--- src/rtl/filter_pkg.sv ---
// Shared definitions for the pre-filter writer and post-filter reader ping-pong pair.
package filter_pkg;

  localparam int LEN_W = 13;

  localparam logic BANK_A = 1'b0;
  localparam logic BANK_B = 1'b1;

  typedef enum logic [1:0] {
    IDLE = 2'd0,
    RD_A = 2'd1,
    RD_B = 2'd2
  } state_e;

  typedef struct packed {
    logic valid;
    logic bank;
    logic first;
    logic last;
  } tag_t;

endpackage

--- src/rtl/post_filter_reader_tag_delay_line.sv ---
// RD_LAT-stage shift register aligning read tags with FIFO output data.
module tag_delay_line #(
  parameter int unsigned RD_LAT = 1,
  parameter int unsigned DW     = 4
) (
  input  logic          clk,
  input  logic          clr,
  input  logic [DW-1:0] din,
  output logic [DW-1:0] dout
);

  logic [DW-1:0] pipe_q [RD_LAT];
  logic [DW-1:0] pipe_d [RD_LAT];

  always_comb begin
    pipe_d[0] = din;
    for (int unsigned i = 1; i < RD_LAT; i++) begin
      pipe_d[i] = pipe_q[i-1];
    end
  end

  always_ff @(posedge clk) begin
    if (clr) begin
      for (int unsigned i = 0; i < RD_LAT; i++) begin
        pipe_q[i] <= '0;
      end
    end else begin
      pipe_q <= pipe_d;
    end
  end

  assign dout = pipe_q[RD_LAT-1];

endmodule

--- src/rtl/post_filter_reader.sv ---
// Ping-pong FIFO pair reader: drains pair A then pair B in packer_len-word blocks,
// tagging returned data with valid/bank/first/last.
module post_filter_reader #(
  parameter int LEN_W  = filter_pkg::LEN_W,
  parameter int RD_LAT = 1
) (
  input  logic             clk,
  input  logic             ce,
  input  logic             reset,
  input  logic [LEN_W-1:0] packer_len,
  input  logic             enable,
  input  logic             dst_rdy,
  input  logic             fifo_empty1,
  input  logic             fifo_empty2,
  input  logic             fifo_empty3,
  input  logic             fifo_empty4,
  output logic             fifo_rd1,
  output logic             fifo_rd2,
  output logic             fifo_rd3,
  output logic             fifo_rd4,
  output logic             dout_valid,
  output logic             dout_bank,
  output logic             dout_first,
  output logic             dout_last,
  output logic             blk_done,
  output logic             err_pair_skew
);

  import filter_pkg::*;

  state_e           state_q, state_d;
  logic [LEN_W-1:0] cnt_q, cnt_d;
  logic [LEN_W-1:0] len_m1_q, len_m1_d;
  logic             skew_prev_q, skew_prev_d;
  logic             err_q, err_d;

  logic             active, bank, pair_e0, pair_e1, fire, mismatch;
  tag_t             tag_in, tag_out;
  logic             unused_ce;

  assign unused_ce = ce;

  always_comb begin
    active  = 1'b0;
    bank    = BANK_A;
    pair_e0 = 1'b1;
    pair_e1 = 1'b1;
    case (state_q)
      RD_A: begin
        active  = 1'b1;
        bank    = BANK_A;
        pair_e0 = fifo_empty1;
        pair_e1 = fifo_empty2;
      end
      RD_B: begin
        active  = 1'b1;
        bank    = BANK_B;
        pair_e0 = fifo_empty3;
        pair_e1 = fifo_empty4;
      end
      default: ;
    endcase
    fire     = active & enable & dst_rdy & ~pair_e0 & ~pair_e1;
    mismatch = active & enable & (pair_e0 ^ pair_e1);
  end

  assign fifo_rd1 = fire & (state_q == RD_A);
  assign fifo_rd2 = fire & (state_q == RD_A);
  assign fifo_rd3 = fire & (state_q == RD_B);
  assign fifo_rd4 = fire & (state_q == RD_B);

  always_comb begin
    state_d     = state_q;
    cnt_d       = cnt_q;
    len_m1_d    = len_m1_q;
    skew_prev_d = mismatch;
    err_d       = err_q | (mismatch & skew_prev_q);
    case (state_q)
      IDLE: begin
        cnt_d = '0;
        if (enable) begin
          // packer_len = 0 wraps to an all-ones length, matching the writer
          len_m1_d = packer_len - 1'b1;
          err_d    = 1'b0;
          state_d  = RD_A;
        end
      end
      RD_A, RD_B: begin
        if (!enable) begin
          state_d = IDLE;
          cnt_d   = '0;
        end else if (fire) begin
          if (cnt_q < len_m1_q) begin
            cnt_d = cnt_q + 1'b1;
          end else begin
            cnt_d   = '0;
            state_d = (state_q == RD_A) ? RD_B : RD_A;
          end
        end
      end
      default: begin
        state_d = IDLE;
        cnt_d   = '0;
      end
    endcase
  end

  always_ff @(posedge clk) begin
    if (reset) begin
      state_q     <= IDLE;
      cnt_q       <= '0;
      len_m1_q    <= '0;
      skew_prev_q <= 1'b0;
      err_q       <= 1'b0;
    end else begin
      state_q     <= state_d;
      cnt_q       <= cnt_d;
      len_m1_q    <= len_m1_d;
      skew_prev_q <= skew_prev_d;
      err_q       <= err_d;
    end
  end

  always_comb begin
    tag_in.valid = fire;
    tag_in.bank  = fire & bank;
    tag_in.first = fire & (cnt_q == '0);
    tag_in.last  = fire & (cnt_q == len_m1_q);
  end

  tag_delay_line #(
    .RD_LAT (RD_LAT),
    .DW     (4)
  ) u_tag_delay (
    .clk  (clk),
    .clr  (reset),
    .din  (tag_in),
    .dout (tag_out)
  );

  assign dout_valid    = tag_out.valid;
  assign dout_bank     = tag_out.bank;
  assign dout_first    = tag_out.first;
  assign dout_last     = tag_out.last;
  assign blk_done      = tag_out.valid & tag_out.last;
  assign err_pair_skew = err_q;

endmodule
--- config.mk ---
export PLATFORM = sky130hd
export DESIGN_NAME = post_filter_reader
export DESIGN_NICKNAME = d
export VERILOG_FILES = /design/src/rtl/filter_pkg.sv /design/src/rtl/post_filter_reader_tag_delay_line.sv /design/src/rtl/post_filter_reader.sv
export SDC_FILE = /design/constraint.sdc
export NUM_CORES = 1
export LEC_CHECK = 0
export BUFFER_PORTS_ARGS = -buffer_cell sky130_fd_sc_hd__buf_2
export CAP_MARGIN = 15
export CORE_MARGIN = 2
export CORE_UTILIZATION = 49
export DETAILED_ROUTE_END_ITERATION = 10
export GPL_TIMING_DRIVEN = 0
export PLACE_DENSITY = 0.71
export SYNTH_ARGS = -nofsm -noshare
export SYNTH_HDL_FRONTEND = slang
export SYNTH_SLANG_ARGS = --single-unit
--- constraint.sdc ---
create_clock -name clk -period 2.26 [get_ports clk]
set_input_delay 0.113 -clock clk [delete_from_list [all_inputs] [get_ports clk]]
set_output_delay 0.113 -clock clk [all_outputs]
set_load 0.01 [all_outputs]
==> results by stage <==
CTS:
- After clock tree synthesis, the flow added hold-fix buffers numbering 0.
- After clock tree synthesis, the clock-pin slew on the worst setup and hold paths is 70 ps.
- The clock net in this run drives a total of 34 sinks.
- Clock tree synthesis selected as its root buffer the cell sky130_fd_sc_hd__clkbuf_8.
- The number of H-tree branching levels is 2.
- The clock reaches the later pin of the worst-skew pair after 280 ps.
- The number of buffers created by CTS is 5.
- The post-CTS repair timing setup buffer count is 0.
- The clock tree from TritonCTS is done.
- The number of buffers between clock root and the deepest sink is 2.

Drt:
- Wire segments on met2 add up to 1950 microns in the final route.
- The met3 wire length is 130 microns.
- Signal routing reaches up to met4.
- Wires add up to 4180 microns.
- The via count is 1746.
- The number of detailed-routing iterations run before antenna repair is 5.
- The final antenna-violating net count is 0.
- After detailed routing, the average wire length per cell comes to 12.8 microns.
- The detailed router finished its first iteration with 99 violations.
- The met1 layer wirelength in the final routing is 2040 microns.
- The average via count per standard cell is 5.36.
- In the routed design, unresolved DRC markers number 0.

Yosys:
- Yosys mapped the design onto 38 distinct sky130hd cell types.
- The mapped netlist covers 0.00204 sq mm.
- The area share of the largest cell type after synthesis is 0.334.
- In the synthesized netlist, the cells that appear most often are 34 x sky130_fd_sc_hd__dfxtp_1, 28 x sky130_fd_sc_hd__nor2_1, 23 x sky130_fd_sc_hd__inv_1.
- Counting every net in the synthesized netlist gives 283.
- By area the synthesized netlist is led by sky130_fd_sc_hd__dfxtp_1 33%, sky130_fd_sc_hd__ha_1 12%, sky130_fd_sc_hd__nor2_1 5.2%, sky130_fd_sc_hd__xnor2_1 4.7%, sky130_fd_sc_hd__inv_1 4.2%.
- The gate count after technology mapping is 241.
- The post-synthesis register bit count is 34.
- The number of warnings issued by yosys is 0.
- In this run, synthesis inferred 0 flip-flops with an integrated enable.
- The most used flip-flop cell after synthesis is sky130_fd_sc_hd__dfxtp_1.
- Of the synthesized area, sequential elements account for 0.334.
- For this run, asynchronously set or reset flops after synthesis account for 0.
- The per-instance average area after synthesis is 8.45 sq um.
- The most frequent cell after synthesis is sky130_fd_sc_hd__dfxtp_1.
- Summed over all instances, the cell type with the most area after synthesis is sky130_fd_sc_hd__dfxtp_1.

Min path:
- The class of the tightest hold or removal check is in2reg.
- The hold-critical path depth is 2.

Placement:
- The congestion estimate from routability-driven global placement came to 0.780.
- The quantity of I/O buffers inserted on ports is 29.
- The post-DP HPWL is 3330 microns.
- In this run the cell area measured after placement is 0.00224 sq mm.
- The number of placed instances with taps included is 320.

Cells and area:
- The fraction of final layout cells with drive strength greater than 1 is 0.181.
- The layout filler cell count is 373.
- The design area is 0.00235 sq mm.
- In the final design database the tool counted 318 nets.
- 0 antenna diodes ended up in the layout.
- Summing all flip-flop and latch instances after layout gives 683 sq um.
- The multi-input logic area is 0.00124 sq mm.
- Measured on the finished design, the core utilization comes to 0.587.
- The count of non-filler cells in the finished layout is 326.
- The synthesis-to-layout area growth is 15.4%.

Floorplan:
- The initial utilization of the core area, before any placement, comes to 0.509.
- The die covers 0.00469 sq mm.
- The number of core rows is 23.
- The placeable core area is 0.00400 sq mm.
- The die is 68.5 microns wide.
- The die is 68.5 microns tall.
- The number of ports placed on the die boundary is 32.

Setup path:
- The cell depth of the worst flop-to-flop path is 9.
- The required time reported for the critical path endpoint is 2470 ps.
- The signal on the critical path passes through inv_1 > ha_4 > and2_1 > buf_6 > o2111ai_1 > a221oi_2 > o21bai_1 > buf_2 > a21oi_1.
- The startpoint type of the worst setup path is a flop.
- The number of buffer and inverter instances along the worst setup path is 3.
- Setup slack on the worst reg-to-reg path comes out at 100 ps.
- Counting buffers and inverters, the worst setup path is 9 cells deep.
- In this design, the largest share of critical-path delay is due to compound AO/OA/AOI/OAI gates.
- The peak per-stage delay on the critical path is 360 ps.
- In this run the worst path has a maximum fanout of 10.
- The nature of the critical path endpoint is a flop.
- Data arrives at the worst endpoint at 2370 ps.
- The worst setup path is of the reg2reg kind.
- On the critical path, the stage with the largest delay is an instance of sky130_fd_sc_hd__dfxtp_2.

Timing:
- The clock skew is 6.61 ps.
- The total count of max-transition violations in the final report is 0.
- The relative slew slack is 0.687.
- Setup repair after global routing left no endpoint under its margin.
- The number of failing setup endpoints in the final timing report is 0.
- For the pin with the worst max-slew slack, the measured transition is 469 ps.
- The final clock period utilization by the worst path is 0.954.
- Across all hold checks on the routed design, the worst slack comes to 66.1 ps.
- The final hold violation count was 0.
- The fmax is 464 MHz.
- The final critical-path required period is 2160 ps.
- The post-route setup TNS is 0 ps.

Global routing:
- Summed over all layers, the global routing overflow is 0.
- The via count of the first global-routing pass was 1650.
- The first global-routing pass estimated 7340 microns of wire.
- In the global route stage, overall resource usage came out at 0.208.
- The pin count of the biggest net entering global routing is 11.
- The initial antenna violation count is 0.

Power:
- The cell leakage power is 0.948 nW.
- The power density of the placed cells is 639 mW/mm^2.
- The highest ir drop seen on vdd is 0.368 mV.

Run status:
- The flow ran to the end, and the final reports show no timing, DRC or antenna violations.

Flow run:
- The max-capacitance violation count is 0.
-- sequential cells by signal, summed over array words and instances, names as in the netlist --
name and count:
err_pair_skew 1, skew_prev_q 1, u_tag_delay.dout 4, len_m1_q 13
state_q 2, cnt_q 13
-- layer usage --
layer,vias to the layer above,track usage
li1,922,-
met1,787,0.262
met2,30,0.350
met3,7,0.0395
met4,0,0.0750
met5,-,0
-- worst paths after layout --
| path | start | endpoint |
|---|---|---|
| max | state_q[1] | cnt_q[12] |
| min | packer_len[0] | len_m1_q[0] |
| min reg2reg | len_m1_q[5] | len_m1_q[5] |
| max reg2reg | state_q[1] | cnt_q[12] |
-- per-stage QoR --
step | setup WS [ps] | power [mW]
3_3_place_gp | -198 | 1.07
3_5_place_dp | -235 | 1.08
5_1_grt | 2.72 | 1.60
6_report | 104 | 1.50
4_1_cts | 7.41 | 1.49
2_1_floorplan | 211 | 0.974
-- layout by cell type (no fill, tap or decap), drive strengths merged, types with 2 or more instances in the layout --
cell / count
dfxtp: 34
buf: 34
nor2: 28
inv: 23
ha: 20
nand2: 13
a21oi: 13
clkbuf: 12
xnor2: 11
a211oi: 9
nand4: 9
nand3: 7
nor3: 7
and2: 6
xor2: 6
o21ai: 6
or3: 5
nor4: 5
and4: 5
a311oi: 4
o31ai: 3
a22oi: 2
or4: 2
and3: 2
-- worst reg2reg max path, cell delays in order, from the launching register on --
cell and delay (ps):
sky130_fd_sc_hd__dfxtp_2 360, sky130_fd_sc_hd__inv_1 90, sky130_fd_sc_hd__ha_4 300, sky130_fd_sc_hd__and2_1 130
sky130_fd_sc_hd__buf_6 130, sky130_fd_sc_hd__o2111ai_1 130, sky130_fd_sc_hd__a221oi_2 340, sky130_fd_sc_hd__o21bai_1 230
sky130_fd_sc_hd__buf_2 240, sky130_fd_sc_hd__a21oi_1 150
-- what timing repair did --
item / 4_1_cts / 5_1_grt
endpoints found under the setup margin: 12 / 13
pin swaps: 0 / 2
gates resized for setup: 2 / 6
-- layout make-up --
type / count / share of cell area
multi-input cells: 173 / 0.529
well taps: 50 / 0.0266
flip-flops and latches: 34 / 0.291
repair buffers: 29 / 0.0618
inverters: 23 / 0.0367
clock buffers: 7 / 0.0325
plain buffers: 10 / 0.0229
-- cell families after synthesis --
group           after synthesis  share of synthesized area
compound gates               43                      0.153
buf+inv                      34                     0.0706
flops                        34                      0.334
fa+ha+maj                    20                      0.123
simple gates                 93                      0.246
xor+xnor                     17                     0.0731
-- power breakdown --
part           leakage, nW  internal [mW]  switching, mW  total [mW]
clock network       0.0383          0.212          0.198       0.410
registers            0.278          0.649         0.0274       0.676
logic                0.632          0.172          0.243       0.415
(Power assumes the default switching activity.)
